File: src/rtl/t_skew_acc.sv
// Skew-code accumulator: averages N = 2^LOG2_N skew-sampler codes into sum/mean/min/max/span.
// Latency: result registered at the Nth accepted sample, 2+N clk_b edges after the start edge.
// Backpressure: the result is held in DONE until res_valid && res_ready; start is ignored while busy.
//
// Ports:
//   clk_b      in   1   sampling clock, the block is fully synchronous to it
//   rst_n      in   1   asynchronous active-low reset
//   skew_code  in   CW  binary skew code from the delay-chain sampler
//   start      in   1   request one measurement (level-sampled in IDLE only)
//   res_ready  in   1   consumer accepts the result
//   busy       out  1   measurement in progress or result pending (ARM, ACC, DONE)
//   res_valid  out  1   result available (DONE only)
//   res_mean   out  CW  res_sum >> LOG2_N, truncated
//   res_min    out  CW  smallest accepted code
//   res_max    out  CW  largest accepted code
//   res_span   out  CW  res_max - res_min
//   res_sum    out  SW  exact sum of the N accepted codes
//
// Every output comes straight from a register, so there is no input-to-output
// combinational path.

module t_skew_acc #(
    parameter  int STAGES = 64,
    parameter  int LOG2_N = 4,
    localparam int CW     = $clog2(STAGES + 1),
    localparam int SW     = CW + LOG2_N
) (
    input  logic          clk_b,
    input  logic          rst_n,
    input  logic [CW-1:0] skew_code,
    input  logic          start,
    input  logic          res_ready,
    output logic          busy,
    output logic          res_valid,
    output logic [CW-1:0] res_mean,
    output logic [CW-1:0] res_min,
    output logic [CW-1:0] res_max,
    output logic [CW-1:0] res_span,
    output logic [SW-1:0] res_sum
);

    localparam int               CNT_W    = LOG2_N + 1;
    localparam logic [CNT_W-1:0] CNT_LAST = CNT_W'((1 << LOG2_N) - 1);

    typedef enum logic [1:0] {
        IDLE = 2'd0,
        ARM  = 2'd1,
        ACC  = 2'd2,
        DONE = 2'd3
    } state_t;

    state_t           r_state;
    logic             r_arm_cnt;
    logic [CNT_W-1:0] r_cnt;
    logic [SW-1:0]    r_acc_sum;
    logic [CW-1:0]    r_acc_min;
    logic [CW-1:0]    r_acc_max;

    logic             r_busy;
    logic             r_res_valid;
    logic [CW-1:0]    r_res_mean;
    logic [CW-1:0]    r_res_min;
    logic [CW-1:0]    r_res_max;
    logic [CW-1:0]    r_res_span;
    logic [SW-1:0]    r_res_sum;

    logic             w_first;
    logic             w_last;
    logic [SW-1:0]    w_sum_nxt;
    logic [CW-1:0]    w_min_nxt;
    logic [CW-1:0]    w_max_nxt;
    logic [CW-1:0]    w_mean_nxt;
    logic [CW-1:0]    w_span_nxt;

    // Running statistics including the sample presented at this edge. The
    // first sample seeds sum/min/max directly, so nothing stale from a
    // previous or aborted measurement can leak in and no constant seed is
    // needed for min/max.
    always_comb begin
        w_first    = (r_cnt == '0);
        w_last     = (r_cnt == CNT_LAST);
        w_sum_nxt  = (w_first ? '0 : r_acc_sum) + SW'(skew_code);
        w_min_nxt  = (w_first || (skew_code < r_acc_min)) ? skew_code : r_acc_min;
        w_max_nxt  = (w_first || (skew_code > r_acc_max)) ? skew_code : r_acc_max;
        // The top LOG2_N bits of the shifted sum are always zero.
        w_mean_nxt = CW'(w_sum_nxt >> LOG2_N);
        w_span_nxt = w_max_nxt - w_min_nxt;
    end

    always_ff @(posedge clk_b or negedge rst_n) begin
        if (!rst_n) begin
            r_state     <= IDLE;
            r_arm_cnt   <= 1'b0;
            r_cnt       <= '0;
            r_acc_sum   <= '0;
            r_acc_min   <= '0;
            r_acc_max   <= '0;
            r_busy      <= 1'b0;
            r_res_valid <= 1'b0;
            r_res_mean  <= '0;
            r_res_min   <= '0;
            r_res_max   <= '0;
            r_res_span  <= '0;
            r_res_sum   <= '0;
        end else begin
            case (r_state)
                IDLE: begin
                    if (start) begin
                        r_state   <= ARM;
                        r_busy    <= 1'b1;
                        r_arm_cnt <= 1'b0;
                        r_cnt     <= '0;
                    end
                end
                // Two edges of discarded codes flush the sampler's own
                // output register, which may still hold a pre-start code.
                ARM: begin
                    if (r_arm_cnt) begin
                        r_state   <= ACC;
                        r_arm_cnt <= 1'b0;
                    end else begin
                        r_arm_cnt <= 1'b1;
                    end
                end
                ACC: begin
                    r_acc_sum <= w_sum_nxt;
                    r_acc_min <= w_min_nxt;
                    r_acc_max <= w_max_nxt;
                    if (w_last) begin
                        r_state     <= DONE;
                        r_cnt       <= '0;
                        r_res_valid <= 1'b1;
                        r_res_sum   <= w_sum_nxt;
                        r_res_mean  <= w_mean_nxt;
                        r_res_min   <= w_min_nxt;
                        r_res_max   <= w_max_nxt;
                        r_res_span  <= w_span_nxt;
                    end else begin
                        r_cnt <= r_cnt + CNT_W'(1);
                    end
                end
                // start is deliberately not looked at here: a request
                // coinciding with the handshake is only honoured once IDLE
                // samples it on the following edge.
                DONE: begin
                    if (res_ready) begin
                        r_state     <= IDLE;
                        r_busy      <= 1'b0;
                        r_res_valid <= 1'b0;
                    end
                end
                default: begin
                    r_state     <= IDLE;
                    r_busy      <= 1'b0;
                    r_res_valid <= 1'b0;
                end
            endcase
        end
    end

    assign busy      = r_busy;
    assign res_valid = r_res_valid;
    assign res_mean  = r_res_mean;
    assign res_min   = r_res_min;
    assign res_max   = r_res_max;
    assign res_span  = r_res_span;
    assign res_sum   = r_res_sum;

endmodule

File: config.mk
export PLATFORM = sky130hd
export DESIGN_NAME = t_skew_acc
export DESIGN_NICKNAME = d
export VERILOG_FILES = /design/src/rtl/t_skew_acc.sv
export SDC_FILE = /design/constraint.sdc
export NUM_CORES = 1
export LEC_CHECK = 0
export ABC_AREA = 0
export CELL_PAD_IN_SITES_DETAIL_PLACEMENT = 0
export CELL_PAD_IN_SITES_GLOBAL_PLACEMENT = 2
export CORE_UTILIZATION = 35
export CTS_CLUSTER_SIZE = 40
export DETAILED_ROUTE_END_ITERATION = 10
export MAX_ROUTING_LAYER = met4
export PLACE_DENSITY_LB_ADDON = 0.05
export SLEW_MARGIN = 10
export SYNTH_ARGS = -nofsm -noshare
export SYNTH_HDL_FRONTEND = slang
export SYNTH_SLANG_ARGS = --single-unit
File: constraint.sdc
create_clock -name clk_b -period 3.9 [get_ports clk_b]
set_input_delay 0.78 -clock clk_b [delete_from_list [all_inputs] [get_ports clk_b]]
set_output_delay 0.78 -clock clk_b [all_outputs]
set_load 0.03 [all_outputs]
Yosys cells after proc, flatten, opt, wreduce, memory -nomap -nowiden
Cells that the tools add are included. W data, S select, Z words.

Bits in registers: 74. Bits in latches: 0. Bits in writable memories: 0. Memory bits (read-only): 0. Bits of input ports: 11. Word-level logic and storage cells: 59. Memories: 0.

Add/subtract/negate cells: 3. Multiply operators: 0. Div/mod/pow operators: 0. Order comparisons: 2. Equality and inequality tests: 8. Shift operators: 0. Mux-type cells: 19. Bitwise operators: 0. Reductions and logical operators: 14.

Operator list (count): $mux W7 (2); $add A11 B7 Y11 (1); $mux W11 (1); $mux W5 (2); $pmux W5 S2 (1); $mux W2 (4); $ne A2 B2 Y1 const B (4); $pmux W2 S4 (1); $reduce_bool A2 Y1 (4); $gt A7 B7 Y1 (1); $lt A7 B7 Y1 (1); $sub A7 B7 Y7 (1); $pmux W1 S2 (3); $reduce_and A2 Y1 (3); $reduce_and A3 Y1 (2); $add A5 B1 Y5 const B (1); $eq A5 B4 Y1 const B (1); $logic_not A5 Y1 (1); $mux W1 (5); $eq A2 B2 Y1 const B (2); $reduce_and A4 Y1 (1); $eq A2 B1 Y1 const B (1); $logic_not A2 Y1 (1); $logic_or A1 B1 Y1 (2).

Longest topological paths before layout
Gate-level depths: netlist of the first run.

Word-level depth: 4. Depth in mapped cells: 17.

Worst setup path after synthesis of the first run
OpenSTA, ideal clock, no wires.

Kind: input to register. From: input skew_code[4]. To: register r_res_span[5], in the netlist res_span[5]. Library setup time: 0.135 ns. Arrival time: 3.395 ns. Slack: 0.369 ns. Stages on the path: 15. Buffers on the path: 0. Cell sequence: ha_1 > a211oi_1 > nor2_1 > o31ai_2 > nand2_1 > a21oi_1 > inv_1 > ha_1 > nor2b_1 > o21ai_0 > nand2b_1 > a21o_1 > a21oi_1 > xor2_1 > o21ai_0.

Word-level cells in the longest chain between the ends: 4. Elaborated cells between the ends (all ways): 7. Those cells by class: 1 x add/sub; 2 x order compare; 2 x mux; 2 x reduce/logical.

Ends and longest elaborated chain: from (decl) (RTL line 30) `input logic [CW-1:0] skew_code,`; $gt A7 B7 Y1 (RTL line 84) `w_max_nxt = (w_first || (skew_code > r_acc_max)) ? skew_code : r_acc_max;`; $logic_or A1 B1 Y1 (RTL line 84); $mux W7 (RTL line 84); named net w_max_nxt[1] (RTL line 71) `logic [CW-1:0] w_max_nxt;`; $sub A7 B7 Y7 (RTL line 87) `w_span_nxt = w_max_nxt - w_min_nxt;`; to (signal assigned) (RTL line 137) `r_res_span <= w_span_nxt;`; to (decl) (RTL line 64) `logic [CW-1:0] r_res_span;`.

The timed path passes the listed nets, and every way through them passes these cells. A chain may end at the register's enable or synchronous reset.

Final worst setup path of the first run
From: input skew_code[5]. To: register r_res_span[6], in the netlist res_span[6].

Word-level cells in the longest chain between the ends: 4. Elaborated cells between the ends (all ways): 7. Those cells by class: 1 x add/sub; 2 x order compare; 2 x mux; 2 x reduce/logical.

Ends and longest elaborated chain: $lt A7 B7 Y1 (RTL line 83) `w_min_nxt = (w_first || (skew_code < r_acc_min)) ? skew_code : r_acc_min;`; $logic_or A1 B1 Y1 (RTL line 83); $mux W7 (RTL line 83); named net w_min_nxt[0] (RTL line 70) `logic [CW-1:0] w_min_nxt;`; $sub A7 B7 Y7 (RTL line 87).

The timed path passes the listed nets, and every way through them passes these cells.

==> results.json, run 1 <==
{
  "port_buffers": 51,
  "fp.dieArea_sq_mm": 0.01133,
  "grt_pass1_vias": 3085,
  "crit_buf_inv": 3,
  "core-area_sq_mm": 0.01046,
  "clkSinkCount": 67,
  "antenna_found_initial": 0,
  "ys_types": 49,
  "syn2layout_area_growth_pct": 30.19,
  "worst-path-max-fanout": 5,
  "path_delay_family": "adder cells",
  "seq_area_frac_synth_pct": 43.92,
  "power_uw": 4993,
  "place_area_sq_mm": 0.004726,
  "die_h_um": 106.4,
  "clk_pin_slew_ns": 0.08,
  "fin_crit_ns": 3.623,
  "r2r_start": "r_cnt[0]$_DFFE_PN0P_",
  "p_per_area_mw_per_mm2": 1005,
  "synth_cells": 399,
  "startpoint": "skew_code[5]",
  "setup_ws_ns": 0.2770,
  "cts-htree-levels": 3,
  "dieWidth_um": 106.4,
  "postCtsSetupRepairBufs": 0,
  "fin_nets": 530,
  "stdcell_area_sq_mm": 0.004970,
  "cts_tree": "yes",
  "switchingPower_uw": 2160,
  "clock_latency_ns": 0.35,
  "swShare_pct": 43.25,
  "slew_headroom_pct": 29.40,
  "yosysWarnings": 0,
  "grt_setup_unrepaired": "false",
  "finalHoldViolCount": 0,
  "tightestPinTransition_ns": 1.059,
  "cap_violations": 0,
  "diodes": 0,
  "wl_per_cell_um": 14.16,
  "ys_seq_elements": 67,
  "root_buffer": "clkbuf_8",
  "min_path_type": "reg2reg",
  "fmax_ghz": 0.2760,
  "finalSetupViolations": 0,
  "drcViolationCount": 0,
  "finish.utilization_pct": 47.50,
  "dp_hpwl_um": 6721,
  "layout_commonest_cell": "dfrtp_1",
  "syn_nets": 444,
  "finalHoldWorstSlack_ns": 0.4791,
  "arrival_ns": 3.86,
  "cp_num_cells": 15,
  "layout_common_cells": "dfrtp_1, clkdlybuf4s50_1, buf_4",
  "p_clk_share_pct": 13.1,
  "crit_slowest_cell": "clkdlybuf4s50_1",
  "viasPerCell": 4.847,
  "rows": 37,
  "leakage_uw": 0.002339,
  "end_kind": "flop",
  "synth_edf_count": 0,
  "vias": 3034,
  "io_pins": 52,
  "drtPass1Iterations": 4,
  "power_frac_seq_pct": 24.2,
  "ir_drop_v": 0.0004724,
  "p_int_uw": 2834,
  "grt_pass1_wl_um": 15200,
  "synthArstFlopShare_pct": 100.0,
  "endpoint": "res_span[6]$_DFFE_PN0P_",
  "rrSetupSlack_ns": 0.40,
  "min_period_over_period_pct": 92.90,
  "slew_viol_final": 0,
  "drive_above_1_share_pct": 17.76,
  "syn_avg_cell_area_sq_um": 9.567,
  "grt_max_degree": 47,
  "initial_core_util_pct": 36.49,
  "track_usage_pct": 17.84,
  "routed_wl_um": 8866,
  "syn_area_sq_mm": 0.003817,
  "overflow": 0,
  "critical_path.cell_chain": "clkdlybuf4s50_1, ha_1, a21o_1, a21oi_1, o31a_1, or2_4, mux2i_2, inv_1, ha_1, fa_1, inv_1, a21o_1, a311oi_2, xnor2_1, o21ai_1",
  "cp.required_ns": 4.14,
  "fin_worst_skew_ns": 0.007483,
  "status": "completed",
  "share_comb_of_total_power_pct": 62.7,
  "drt_iter0_drc": 79,
  "r2r_cells": 15,
  "worstSetupPathType": "in2reg",
  "slowest_delay_ns": 0.50,
  "gp_congestion": 0.8225,
  "cts.path.max_buffers": 2,
  "dpl_worst_slack_ns": -0.2167,
  "antenna_left": 0,
  "synth_ff_type": "dfrtp_1",
  "regToRegEndpoint": "res_mean[6]$_DFFE_PN0P_",
  "cts_buffers": 9,
  "cp-start-kind": "input port"
}
[sequential cells by signal, summed over array words and instances (netlist names)]
signal,cells
res_max,7
r_acc_sum,11
res_min,7
res_mean,7
busy,1
res_valid,1
res_sum,4
r_state,2
r_acc_max,7
r_acc_min,7
r_cnt,5
res_span,7
r_arm_cnt,1
[per-layer routing]
metal,wire length [um],part of all wire (%),global-route usage (%)
met1,4486,51,23.91
met2,3942,44,26.76
met3,256,2.9,2.514
met4,180,2.0,8.121
met5,0,0,-
[through the flow]
step,TNS [ns],cells
floorplan,0,399
global placement,-0.3119,610
detailed placement,-0.6698,610
CTS,0,626
global route,0,626
finish,0,626
[repair_timing]
action | 4_1_cts | 5_1_grt
hold buffers | 0 | 0
resized for setup | 0 | 5
endpoints found under the setup margin | 0 | 4
[Yosys cell counts, types with 3 or more instances]
cell      number  area, sq um
nor3_1         5        25.02
nand3_1        5        25.02
clkbuf_1      11        41.29
and2_1         8        50.05
nor2b_1        5        31.28
o21ai_0       16        80.08
nand2_1       43        161.4
dfrtp_1       67         1677
xor2_1         7        61.31
a21oi_1       38        190.2
nand3b_1       3        22.52
o21a_1         3        22.52
nand2b_1       3        18.77
ha_1          32        400.4
mux2_2        13        146.4
mux2i_1        4        40.04
buf_4          7        52.55
inv_1         29        108.9
nor2_1        30        112.6
xnor2_1        9        78.83
o21ai_1       24        120.1
a21o_1         6        45.04
[layout make-up]
cell class,count,area [sq um]
clock inverter,6,88.84
inverter,29,108.9
timing repair buffer,96,843.3
tap,136,170.2
multi-input combinational,282,1944
clock buffer,10,137.6
sequential,67,1677
fill,1027,5493
[cell families (layout without fill, tap and decap cells)]
| family | count (synthesis) | in the layout | share of synthesized area (%) |
|---|---|---|---|
| flip-flops | 67 | 67 | 43.92 |
| AND/OR/NAND/NOR | 109 | 109 | 13.18 |
| multiplexers | 17 | 17 | 4.884 |
| XOR/XNOR | 16 | 16 | 3.671 |
| buffers and inverters | 50 | 141 | 5.670 |
| AO/OA/AOI/OAI | 106 | 106 | 17.14 |
| adder cells (fa/ha/maj) | 34 | 34 | 11.54 |
[worst min-delay path by stage]
stage / cells past startpoint / end / startpoint / slack (ns)
floorplan: 1 / r_acc_sum[0]$_DFFE_PN0P_ / r_acc_sum[0]$_DFFE_PN0P_ / 0.47
global placement: 2 / res_span[3]$_DFFE_PN0P_ / res_span[3]$_DFFE_PN0P_ / 0.46
detailed placement: 2 / res_sum[2]$_DFFE_PN0P_ / res_sum[2]$_DFFE_PN0P_ / 0.47
CTS: 2 / res_sum[2]$_DFFE_PN0P_ / res_sum[2]$_DFFE_PN0P_ / 0.49
global route: 2 / res_span[3]$_DFFE_PN0P_ / res_span[3]$_DFFE_PN0P_ / 0.50
finish: 2 / res_span[2]$_DFFE_PN0P_ / res_span[2]$_DFFE_PN0P_ / 0.48
[worst min-delay path, cell delays in order (launching register included)]
cell and delay, ns:
dfrtp_1 0.35, nand2_1 0.04, o21ai_0 0.06
[power by group through the flow]
stage	Combinational, uW	Sequential, uW	Clock, uW
finish	3130	1210	653
global route	3470	1250	713
CTS	3150	1210	685
detailed placement	3130	1220	0
global placement	3110	1220	0
floorplan	1670	1520	0
Power figures use the tool's default switching activity.
==> inputs of run 2 (changes only) <==
--- a/config.mk
+++ b/config.mk
@@ -6,6 +6,7 @@
 export NUM_CORES = 1
 export LEC_CHECK = 0
 export ABC_AREA = 0
+export CAP_MARGIN = 20
 export CELL_PAD_IN_SITES_DETAIL_PLACEMENT = 0
 export CELL_PAD_IN_SITES_GLOBAL_PLACEMENT = 2
 export CORE_UTILIZATION = 35
@@ -13,6 +14,7 @@
 export DETAILED_ROUTE_END_ITERATION = 10
 export MAX_ROUTING_LAYER = met4
 export PLACE_DENSITY_LB_ADDON = 0.05
+export REMOVE_ABC_BUFFERS = 1
 export SLEW_MARGIN = 10
 export SYNTH_ARGS = -nofsm -noshare
 export SYNTH_HDL_FRONTEND = slang
==> results.json, run 2 (synthesis results as in run 1) <==
{
  "status": "completed",
  "min_path_type": "in2async",
  "clock_latency_ns": 0.34,
  "drtPass1Iterations": 5,
  "finalHoldViolCount": 0,
  "wl_per_cell_um": 13.35,
  "end_kind": "flop",
  "tns_ns": 0,
  "finalSetupViolations": 0,
  "antenna_left": 0,
  "top_register": "r_acc_sum",
  "fin_nets": 529,
  "finish.utilization_pct": 47.06,
  "regToRegEndpoint": "res_mean[6]$_DFFE_PN0P_",
  "initial_core_util_pct": 36.49,
  "cts_tree": "yes",
  "slew_headroom_pct": 59.73,
  "r2r_start": "r_cnt[0]$_DFFE_PN0P_",
  "cts_buffers": 9,
  "layout_common_cells": "dfrtp_1, clkdlybuf4s50_1, buf_4",
  "fin_worst_skew_ns": 0.009455,
  "leakage_uw": 0.002333,
  "clkSinkCount": 67,
  "ir_drop_v": 0.0004670,
  "fin_crit_ns": 3.631,
  "syn2layout_area_growth_pct": 28.97,
  "antenna_found_initial": 0,
  "drcViolationCount": 0,
  "grt_setup_unrepaired": "false",
  "die_h_um": 106.4,
  "grt_max_degree": 47,
  "cts-htree-levels": 3,
  "slew_viol_final": 0,
  "place_inst": 609,
  "gp_congestion": 0.7525,
  "clk_pin_slew_ns": 0.08,
  "fp.dieArea_sq_mm": 0.01133,
  "dp_hpwl_um": 6342,
  "postCtsSetupRepairBufs": 0,
  "fin_cells": 625,
  "tightestPinTransition_ns": 0.5977,
  "worstSetupPathType": "in2reg",
  "viasPerCell": 4.816,
  "endpoint": "res_span[6]$_DFFE_PN0P_",
  "layout_commonest_cell": "dfrtp_1",
  "vias": 3010,
  "rrSetupSlack_ns": 0.31,
  "cp-start-kind": "input port",
  "drt_iter0_drc": 63,
  "startpoint": "skew_code[1]",
  "io_pins": 52,
  "place_area_sq_mm": 0.004731,
  "root_buffer": "clkbuf_8",
  "min_period_over_period_pct": 93.11,
  "r2r_cells": 14,
  "port_buffers": 51,
  "grt_pass1_vias": 2973,
  "stdcell_area_sq_mm": 0.004923,
  "core-area_sq_mm": 0.01046,
  "drive_above_1_share_pct": 16.16,
  "diodes": 0,
  "power_uw": 4787,
  "grt_pass1_wl_um": 14270,
  "overflow": 0,
  "cap_violations": 0,
  "cp.required_ns": 4.13,
  "arrival_ns": 3.86,
  "routed_wl_um": 8341,
  "cts.path.max_buffers": 2,
  "dieWidth_um": 106.4,
  "fmax_ghz": 0.2754,
  "p_per_area_mw_per_mm2": 972.4,
  "worst-path-max-fanout": 4,
  "largest_reg_flops": 11,
  "rows": 37,
  "track_usage_pct": 16.57
}
## run 2: worst max-delay path: stages
cell	delay, ns
clkdlybuf4s50_1	0.50
ha_1	0.36
a2111oi_4	0.32
o31a_1	0.19
or2_1	0.19
mux2i_1	0.26
inv_1	0.08
ha_1	0.23
fa_1	0.39
inv_1	0.07
a21o_1	0.16
a311oi_2	0.11
xnor2_1	0.16
o21ai_1	0.07
## run 2: worst min-delay path by stage
stage / start / end / cells past startpoint
finish: rst_n / res_max[3]$_DFFE_PN0P_ / 1
CTS: rst_n / res_max[3]$_DFFE_PN0P_ / 1
global placement: res_span[1]$_DFFE_PN0P_ / res_span[1]$_DFFE_PN0P_ / 2
global route: rst_n / res_span[6]$_DFFE_PN0P_ / 1
floorplan: r_acc_sum[0]$_DFFE_PN0P_ / r_acc_sum[0]$_DFFE_PN0P_ / 1
detailed placement: res_span[3]$_DFFE_PN0P_ / res_span[3]$_DFFE_PN0P_ / 2
## run 2: where the power goes
group / switching (uW) / internal (uW)
combinational: 1630 / 1430
clock: 264 / 265
sequential: 193 / 1010
## run 2: layer usage
metal | routed length, um | up-vias | global-route usage (%) | part of all wire, %
li1 | - | 1536 | - | -
met1 | 3985 | 1433 | 20.11 | 48
met2 | 4039 | 35 | 27.83 | 48
met3 | 219 | 6 | 3.495 | 2.6
met4 | 97 | 0 | 4.697 | 1.2
met5 | 0 | - | - | 0
## run 2: area by class of cell
class,instances,area [sq um]
fillers,1066,5539
multi-input cells,282,1944
flip-flops and latches,67,1677
repair buffers,95,850.8
well taps,136,170.2
clock buffers,14,162.7
inverters,29,108.9
clock inverters,2,10.01
## run 2: repair_timing
item | in CTS | in global routing
endpoints found under the hold margin | 0 | 0
hold buffers | 0 | 0
gates resized for setup | 0 | 3
setup endpoints to repair | 0 | 3
## run 2: stage by stage
stage	setup WS, ns	hold WS (ns)
finish	0.2686	0.4334
global route	0.004490	0.4771
CTS	0.1347	0.4405
detailed placement	-0.2516	0.4716
global placement	-0.1409	0.4632
floorplan	0.3220	0.4722
==> inputs of run 3 (changes only) <==
--- a/config.mk
+++ b/config.mk
@@ -14,7 +14,7 @@
 export DETAILED_ROUTE_END_ITERATION = 10
 export MAX_ROUTING_LAYER = met4
 export PLACE_DENSITY_LB_ADDON = 0.05
-export REMOVE_ABC_BUFFERS = 1
+export SKIP_LAST_GASP = 1
 export SLEW_MARGIN = 10
 export SYNTH_ARGS = -nofsm -noshare
 export SYNTH_HDL_FRONTEND = slang
==> results.json, run 3 (synthesis results as in run 1) <==
{
  "critical_path.cell_chain": "clkdlybuf4s50_1, ha_1, a21o_1, a21oi_1, o31a_1, or2_4, mux2i_2, inv_1, ha_1, fa_1, inv_1, a21o_1, a311oi_2, xnor2_1, o21ai_1",
  "slew_headroom_pct": 50.73,
  "slowest_delay_ns": 0.50,
  "layout_common_cells": "dfrtp_1, clkdlybuf4s50_1, buf_4",
  "viasPerCell": 4.833,
  "diodes": 0,
  "rows": 37,
  "p_int_uw": 2836,
  "dp_hpwl_um": 6721,
  "core-area_sq_mm": 0.01046,
  "cts_resized": 0,
  "worstSetupPathType": "in2reg",
  "dieWidth_um": 106.4,
  "syn2layout_area_growth_pct": 30.71,
  "largest_reg_flops": 11,
  "drtPass1Iterations": 4,
  "track_usage_pct": 17.84,
  "swShare_pct": 43.23,
  "switchingPower_uw": 2160,
  "fin_worst_skew_ns": 0.007482,
  "fp.dieArea_sq_mm": 0.01133,
  "clock_latency_ns": 0.35,
  "wl_per_cell_um": 14.16,
  "cp.required_ns": 4.14,
  "p_per_area_mw_per_mm2": 1001,
  "r2r_start": "r_cnt[0]$_DFFE_PN0P_",
  "finalSetupViolations": 0,
  "crit_slowest_cell": "clkdlybuf4s50_1",
  "power_frac_seq_pct": 24.2,
  "layout_commonest_cell": "dfrtp_1",
  "dpl_worst_slack_ns": -0.2167,
  "tightestPinTransition_ns": 0.7364,
  "initial_core_util_pct": 36.49,
  "startpoint": "skew_code[5]",
  "grt_pass1_wl_um": 15200,
  "setup_ws_ns": 0.2768,
  "ir_drop_v": 0.0004724,
  "gp_congestion": 0.8225,
  "antenna_found_initial": 0,
  "share_comb_of_total_power_pct": 62.7,
  "root_buffer": "clkbuf_8",
  "port_buffers": 51,
  "clkSinkCount": 67,
  "routed_wl_um": 8877,
  "cap_violations": 0,
  "cp-start-kind": "input port",
  "finalHoldViolCount": 0,
  "min_period_over_period_pct": 92.90,
  "clk_pin_slew_ns": 0.08,
  "vias": 3030,
  "status": "completed",
  "drive_above_1_share_pct": 17.92,
  "postCtsSetupRepairBufs": 0,
  "end_kind": "flop",
  "grt_pass1_vias": 3085,
  "fin_crit_ns": 3.623,
  "cts.path.max_buffers": 2,
  "fmax_ghz": 0.2760,
  "leakage_uw": 0.002348,
  "power_uw": 4996,
  "drcViolationCount": 0,
  "worst-path-max-fanout": 5,
  "cts-htree-levels": 3,
  "r2r_cells": 15,
  "overflow": 0,
  "min_path_type": "in2async",
  "drt_iter0_drc": 103,
  "grt_max_degree": 47,
  "p_clk_share_pct": 13.1,
  "hold_buffers": 0,
  "grt_setup_unrepaired": "false",
  "io_pins": 52,
  "finish.utilization_pct": 47.69,
  "die_h_um": 106.4,
  "antenna_left": 0,
  "cts_buffers": 9,
  "fin_nets": 531,
  "cts_tree": "yes",
  "arrival_ns": 3.86,
  "slew_viol_final": 0,
  "top_register": "r_acc_sum"
}
## run 3: cell types whose count changed in the layout (fill, tap and decap cells not counted), moves of 2 or more
| cell | change |
|---|---|
| buf_4 | +2 |
| clkinvlp_4 | +2 |
| bufinv_16 | +2 |
| clkbuf_1 | -3 |
## run 3: power groups by stage
stage                     Clock (uW)  Sequential (uW)  Combinational, uW
after floorplan                    0             1520               1670
after global placement             0             1220               3110
after detailed placement           0             1220               3130
after CTS                        685             1210               3150
after global routing             713             1250               3470
final                            653             1210               3130
## run 3: layer usage
layer	global-route usage, %	routed length [um]	up-vias
met5	-	0	-
met4	8.121	180	0
met3	2.514	256	11
met2	26.76	3936	49
met1	23.91	4503	1426
li1	-	-	1544
## run 3: worst paths after layout
check                                           end  slack, ns
setup reg to reg            res_mean[6]$_DFFE_PN0P_       0.40
max in group asynchronous  r_acc_sum[2]$_DFFE_PN0P_       2.71
hold reg to reg             res_span[2]$_DFFE_PN0P_       0.48
setup / recovery            res_span[6]$_DFFE_PN0P_       0.28
hold / removal             r_acc_min[4]$_DFFE_PN0P_       0.42
min in group clk_b          res_span[2]$_DFFE_PN0P_       0.48
## run 3: area by class of cell
class	count	area, sq um
tap	136	170.2
fill	1026	5473
multi-input combinational	282	1944
clock inverter	6	88.84
timing repair buffer	97	863.3
inverter	29	108.9
clock buffer	10	137.6
sequential	67	1677
## run 3: worst max-delay path, delay by kind of cell
family	cells	cell delay, ns
fa+ha+maj	3	0.97
buf+inv	3	0.64
mux	1	0.23
xor+xnor	1	0.16
simple gates	1	0.16
compound gates	6	0.94
## run 3: through the flow
| step | std cells | setup TNS [ns] | area, sq um | hold WS, ns |
|---|---|---|---|---|
| floorplan | 399 | 0 | 3817 | 0.4721 |
| global placement | 610 | -0.3119 | 4726 | 0.4612 |
| detailed placement | 610 | -0.6698 | 4726 | 0.4715 |
| CTS | 626 | 0 | 4952 | 0.4885 |
| global route | 627 | 0 | 4990 | 0.4480 |
| finish | 627 | 0 | 4990 | 0.4158 |
